--- config.mk ---
export PLATFORM = sky130hd
export DESIGN_NAME = credit_stream_tx
export DESIGN_NICKNAME = d
export VERILOG_FILES = /design/src/rtl/credit_pkg.sv /design/src/rtl/credit_counter.sv /design/src/rtl/credit_stream_tx.sv
export SDC_FILE = /design/constraint.sdc
export NUM_CORES = 1
export LEC_CHECK = 0
export CORE_AREA = 2 2 39 41
export DETAILED_ROUTE_END_ITERATION = 10
export DIE_AREA = 0 0 41 43
export GPL_TIMING_DRIVEN = 0
export PLACE_DENSITY = 0.59
export SYNTH_ARGS = -nofsm -noshare
export SYNTH_HDL_FRONTEND = slang
export SYNTH_SLANG_ARGS = --single-unit
export TNS_END_PERCENT = 1
--- constraint.sdc ---
create_clock -name clk_i -period 2.1 [get_ports clk_i]
set_input_delay 0.21 -clock clk_i [delete_from_list [all_inputs] [get_ports clk_i]]
set_output_delay 0.21 -clock clk_i [all_outputs]
set_load 0.05 [all_outputs]
--- src/rtl/credit_pkg.sv ---
// Shared credit-link definitions: counter width helper and the error status encoding
// used by both the transmit and (future) receive ends of a credit-flow link.
package credit_pkg;

  typedef enum logic {
    CREDIT_OK  = 1'b0,
    CREDIT_OVF = 1'b1
  } credit_err_e;

  function automatic int unsigned credit_cnt_width(input int unsigned n);
    return $clog2(n + 1);
  endfunction

endpackage

--- src/rtl/credit_counter.sv ---
// Saturating credit counter with sticky overflow status; a return arriving while
// already full is an overflow, and a simultaneous consume makes it legal.
module credit_counter
  import credit_pkg::*;
#(
  parameter  int unsigned NumCredits = 4,
  localparam int unsigned CntW       = credit_cnt_width(NumCredits)
) (
  input  logic            clk_i,
  input  logic            rst_ni,
  input  logic            consume_i,
  input  logic            return_i,
  input  logic            err_clr_i,
  output logic [CntW-1:0] count_o,
  output logic            avail_o,
  output logic            ovf_o
);

  localparam logic [CntW-1:0] Full = CntW'(NumCredits);

  logic [CntW-1:0] count_q, count_d;
  logic            ovf;
  credit_err_e     err_q;

  always_comb begin
    // NOTE: every combinational output gets a default first so no path infers a latch.
    count_d = count_q;
    ovf     = 1'b0;
    unique case ({consume_i, return_i})
      2'b10: count_d = count_q - 1'b1;
      2'b01: begin
        if (count_q == Full) ovf = 1'b1;
        else                 count_d = count_q + 1'b1;
      end
      default: ;
    endcase
  end

  // NOTE: sequential state uses non-blocking assignments so all flops update together.
  always_ff @(posedge clk_i or negedge rst_ni) begin
    if (!rst_ni) begin
      count_q <= Full;
      err_q   <= CREDIT_OK;
    end else begin
      count_q <= count_d;
      // A new overflow outranks a clear in the same cycle.
      if (ovf)            err_q <= CREDIT_OVF;
      else if (err_clr_i) err_q <= CREDIT_OK;
    end
  end

  assign count_o = count_q;
  assign avail_o = (count_q != '0);
  assign ovf_o   = (err_q == CREDIT_OVF);

endmodule

--- src/rtl/credit_stream_tx.sv ---
// Transmit end of a credit-flow link: valid/ready in, valid-only out, one credit
// consumed per beat and restored by each returned credit pulse.
module credit_stream_tx
  import credit_pkg::*;
#(
  parameter  type         T          = logic,
  parameter  int unsigned NumCredits = 4,
  parameter  bit          RegOut     = 1'b1,
  localparam int unsigned CntW       = credit_cnt_width(NumCredits)
) (
  input  logic            clk_i,
  input  logic            rst_ni,
  input  logic            vld_i,
  output logic            rdy_o,
  input  T                data_i,
  output logic            vld_o,
  output T                data_o,
  input  logic            credit_i,
  input  logic            err_clr_i,
  output logic [CntW-1:0] credits_o,
  output logic            err_o
);

  logic avail;
  logic send;

  credit_counter #(
    .NumCredits(NumCredits)
  ) u_counter (
    .clk_i    (clk_i),
    .rst_ni   (rst_ni),
    .consume_i(send),
    .return_i (credit_i),
    .err_clr_i(err_clr_i),
    .count_o  (credits_o),
    .avail_o  (avail),
    .ovf_o    (err_o)
  );

  // Ready comes only from registered credit state; holding it low in reset keeps
  // the pass-through variant from emitting a beat while the link is being reset.
  assign rdy_o = avail && rst_ni;
  assign send  = vld_i && rdy_o;

  if (RegOut) begin : g_reg_out
    always_ff @(posedge clk_i or negedge rst_ni) begin
      if (!rst_ni) begin
        vld_o  <= 1'b0;
        data_o <= '0;
      end else begin
        vld_o <= send;
        if (send) data_o <= data_i;
      end
    end
  end else begin : g_comb_out
    assign vld_o  = send;
    assign data_o = data_i;
  end

  a_hold_until_accepted: assert property (
    @(posedge clk_i) disable iff (!rst_ni)
    (vld_i && !rdy_o) |=> (vld_i && $stable(data_i))
  );

  a_credit_bound: assert property (
    @(posedge clk_i) disable iff (!rst_ni)
    credits_o <= CntW'(NumCredits)
  );

endmodule
==> Yosys cells after proc, flatten, opt, wreduce, memory -nomap -nowiden <==
Index checks and enable logic that the tools add are counted.
{ "word_totals": {"word_cells": 22, "ff_bits": 6, "inputBits": 6, "out_inout_bits": 7} }
{ "classes": {"eq_ne": 4, "addsub": 2, "n_reduce_logical": 6, "mux": 6} }
{ "op_table": {"columns": ["op", "count"], "rows": [
  ["$pmux W3 S2", 1],
  ["$mux W1", 4],
  ["$reduce_bool A2 Y1", 2],
  ["$add A3 B1 Y3 const B", 1],
  ["$eq A3 B3 Y1 const B", 1],
  ["$mux W3", 1],
  ["$reduce_bool A3 Y1", 1],
  ["$sub A3 B1 Y3 const B", 1],
  ["$eq A2 B1 Y1 const B", 1],
  ["$eq A2 B2 Y1 const B", 1],
  ["$logic_and A1 B1 Y1", 2],
  ["$ne A2 B2 Y1 const B", 1],
  ["$reduce_and A2 Y1", 1]
]} }

==> Longest topological paths before layout <==
{ "depth": {"ltp_word": 6, "ltp_mapped": 7, "ltp_nobuf": 7} }

==> Cells and area by module <==
From an unflattened synthesis, not the netlist that was laid out.
{ "unflattened": {"cells_unflattened": 37, "hier_area_um2": 374.1} }
{ "by_module_without_submodules": {"columns": ["module", "area_per_inst_um2", "cells_per_inst", "seq_area_each_um2", "n_inst"], "rows": [
  ["credit_counter", 290.3, 32, 101.3, 1],
  ["credit_stream_tx", 83.8, 5, 50.0, 1]
]} }

==> Worst setup path after synthesis <==
Ideal clock, no wire load.
{ "synth_path": {"path_type": "register -> output", "from": "reg u_counter.count_q[0], in the netlist u_counter.count_o[0]", "to": "out rdy_o", "slack_ns": -0.130, "arrival_ns": 2.020, "required_ns": 1.890, "path_buffers": 0, "path_stages_with_launch": 3, "path_cell_list": "dfrtp_1 inv_1 a21boi_0"} }
{ "synth_between": {"elab_chain_len": 2} }
{ "synth_rtl": {"columns": ["element", "line", "source"], "rows": [
  ["start, declared", "credit_counter.sv:21", "logic [CntW-1:0] count_q, count_d;"],
  ["start signal, assigned", "credit_counter.sv:42", "count_q <= Full;"],
  ["start signal, assigned", "credit_counter.sv:45", "count_q <= count_d;"],
  ["$reduce_bool A3 Y1", "credit_counter.sv:53", "assign avail_o = (count_q != '0);"],
  ["$logic_and A1 B1 Y1", "credit_stream_tx.sv:42", "assign rdy_o = avail && rst_ni;"],
  ["end, declared", "credit_stream_tx.sv:14", "output logic rdy_o,"]
]} }
Every way passes these cells.

==> Final worst setup path <==
{ "layout_path": {"from": "in vld_i", "to": "reg u_counter.count_q[2], in the netlist u_counter.count_o[2]"} }
{ "layout_between": {"elab_chain_len": 4, "word_cells_on_any_way": 7, "cone_classes": "eq/ne: 3; mux: 1; reduce/logical: 3"} }
{ "layout_rtl": {"columns": ["element", "line", "source"], "rows": [
  ["start, declared", "credit_stream_tx.sv:13", "input logic vld_i,"],
  ["$logic_and A1 B1 Y1 *", "credit_stream_tx.sv:43", "assign send = vld_i && rdy_o;"],
  ["$eq A2 B1 Y1 / $eq A2 B2 Y1 (equally long branches)", "credit_counter.sv:29", "unique case ({consume_i, return_i})"],
  ["$ne A2 B2 Y1 (no source line) / $reduce_bool A2 Y1 (equally long branches)", null, null],
  ["$reduce_and A2 Y1 (no source line)", null, null]
]} }
Every way passes the cells marked *; elsewhere a longest branch is shown, timed or not.
A chain may end at the register's enable or synchronous reset.

==> results.py <==
metrics = {
    "cells_and_area": {
        "final_area_um2": 556.8,
        "fin_nets": 63,
        "final_cells": 71,
        "num_antenna_cells": 0,
        "drive_above_1_share": 0.2545,
        "area_growth_pct": 44.48,
    },
    "synth": {
        "syn_nets": 46,
        "post-synth-top-count-cell": "dfrtp_1",
        "synth_ff_type": "dfrtp_1",
        "seq_area_frac_synth": 0.3929,
        "ys_seq_elements": 6,
        "ys_async_sr_fraction": 1.000,
        "synth-edff-count": 0,
        "yosys_warnings": 0,
        "synthTopCellsByArea": "dfrtp_1 (32%), dfstp_2 (6.8%), fa_1 (5.2%)",
        "synthTopCellsByCount": "dfrtp_1 (5), inv_1 (4), nand2_1 (3)",
        "syn_area_per_cell_um2": 9.881,
        "yosysTopAreaCell": "dfrtp_1",
        "yosysUniqueCellTypes": 27,
        "netlist_instances": 39,
        "synth_top_area_frac": 0.3247,
        "syn_area_um2": 385.4,
    },
    "timing": {
        "drv_slew": 0,
        "final.setup_skew_ns": 0.001169,
        "setup_viol_count_final": 0,
        "finalHoldViolCount": 0,
        "relSlewSlack": 0.6673,
        "period_minus_slack_ns": 2.010,
        "timing.final.ws_setup_ns": 0.09039,
        "tightest_slew_ns": 0.4975,
        "fmax_mhz": 497.6,
        "whs_ns": 0.01964,
        "finalCritPeriodShare": 0.9570,
    },
    "detailed_routing": {
        "ant_nets": 0,
        "viasPerCell": 5.282,
        "vias": 375,
        "drc_errors": 0,
        "dr.pass1.iters": 3,
        "wl_um": 910,
        "drt_iter0_drc": 10,
        "wl_per_cell_um": 12.82,
    },
    "power": {
        "p_leak_nw": 0.2300,
        "p_per_area_nw_per_um2": 1634,
        "vdd_drop_max_mv": 0.5951,
        "total_power_mw": 0.9098,
    },
    "placement": {
        "dpl_worst_slack_ns": -0.3856,
        "postPlaceCellArea_um2": 515.5,
        "io_buffers": 11,
        "hpwl_um": 651.6,
        "dp_cells": 66,
        "gp_congestion": 0.6810,
    },
    "critical_path": {
        "crit_chain": "clkdlybuf4s50_1 -> nand2_2 -> a21o_1 -> nand2_1 -> fa_1 -> nand3b_1 -> o32a_1 -> o211ai_1",
        "cp_slowest_stage_delay_ns": 0.51,
        "reg2reg_from": "u_counter.count_o[2]",
        "rr_worst_depth": 7,
        "critPathLaunchType": "primary input",
        "r2r-end": "u_counter.count_o[2]",
        "worstPathRequired_ns": 2.27,
        "critPathCaptureType": "flip-flop",
        "worstPathArrival_ns": 2.18,
        "rrSetupSlack_ns": 0.14,
        "crit_type": "primary input to flip-flop",
        "cp_max_fo": 5,
        "crit_slowest_cell": "clkdlybuf4s50_1",
    },
    "global_routing": {
        "grt_first_pass_wirelength_um": 1435,
        "gr-usage-met2": 0.1625,
        "grt_use_met3": 0.07853,
        "use_met1": 0.1591,
        "global_route.peak_usage_layer": "met2",
        "grt_max_degree": 13,
        "grtUsageTotal": 0.1229,
        "grt_pass1_vias": 341,
        "antenna_found_initial": 0,
        "overflow": 0,
    },
    "floorplan": {
        "die_w_um": 41,
        "pin_count": 13,
        "start_util": 0.2785,
        "core_um2": 1384,
        "die_h_um": 43,
        "num_rows": 14,
        "die_area_um2": 1763,
    },
    "clock_tree": {
        "cts_made_buffers": 3,
        "cts.htree.levels": 1,
        "clk_pin_slew_ns": 0.05,
        "hold_buffers": 0,
        "cts_sinks": 6,
        "cts_root_buf": "clkbuf_4",
        "clkLatencyLatePin_ns": 0.25,
        "cts_tree": "yes",
        "clockBufferDepth": 2,
    },
    "run_status": {
        "status": "complete, no violations",
    },
    "hold_path": {
        "hold_path_class": "primary input to asynchronous set/reset pin",
    },
    "flow_run": {
        "maxCapViolations": 0,
    },
}
-- cell usage in the layout (no fill, tap or decap), drive strengths merged, types with 2 or more instances in the layout --
cell type      n
clkdlybuf4s50  9
dfrtp          5
inv            4
clkbuf         4
nand2          3
o211ai         2
nand3          2
dlygate4sd2    2
nor2           2
buf            2
a21boi         2
-- how the worst max path moves through the flow --
stage / start / endpoint / slack (ns) / depth (start not counted)
2_1_floorplan: u_counter.count_o[1] / u_counter.count_o[2] / -0.04 / 7
3_3_place_gp: rst_ni / u_counter.count_o[2] / -0.39 / 8
3_5_place_dp: rst_ni / u_counter.count_o[2] / -0.39 / 8
4_1_cts: u_counter.count_o[1] / u_counter.count_o[2] / 0.02 / 7
5_1_grt: vld_i / u_counter.count_o[2] / -0.002 / 8
6_report: vld_i / u_counter.count_o[2] / 0.09 / 8
-- cell families after synthesis --
logic type	share of synthesized area
compound gates	0.2727
simple gates	0.1689
flops	0.3929
buf+inv	0.05192
xor+xnor	0.02273
mux	0.03895
fa+ha+maj	0.05195
-- what timing repair did --
item,CTS,global route
buffers inserted,0,1
gates resized for setup,2,5
pin swaps,0,0
setup endpoints to repair,3,1
-- state kept, by name, summed over array words and instances (netlist names) --
name	flops
data_o	1
u_counter.ovf_o	1
u_counter.count_o	3
vld_o	1
-- metal layers --
metal,share of wire,wire (um)
met4,0.011,10
met5,0,0
met3,0.057,52
met2,0.47,428
met1,0.46,418
-- final cells by class --
| class | count | area [um^2] |
|---|---|---|
| plain buffers | 1 | 5.005 |
| clock buffers | 4 | 26.28 |
| fillers | 156 | 827.0 |
| inverters | 4 | 15.01 |
| multi-input cells | 28 | 221.5 |
| flip-flops and latches | 6 | 153.9 |
| well taps | 16 | 20.02 |
| repair buffers | 12 | 115.1 |
-- power by group --
group | switching, mW | internal (mW)
logic | 0.320 | 0.223
registers | 0.0733 | 0.176
clock network | 0.0458 | 0.0722
total | 0.439 | 0.471
-- metrics by stage --
step | utilization | TNS [ns]
floorplan | - | -0.03557
global placement | 0.3725 | -0.8342
detailed placement | 0.3725 | -0.8095
CTS | 0.3897 | 0
global route | 0.4024 | -0.002374
finish | 0.4024 | 0
-- critical path, delay by kind of cell --
kind | cells | cell delay, ns
AOI/OAI and AO/OA | 3 | 0.63
adders and majority gates | 1 | 0.40
buffers and inverters | 1 | 0.51
and+or+nand+nor | 3 | 0.42
(Power assumes the default switching activity.)
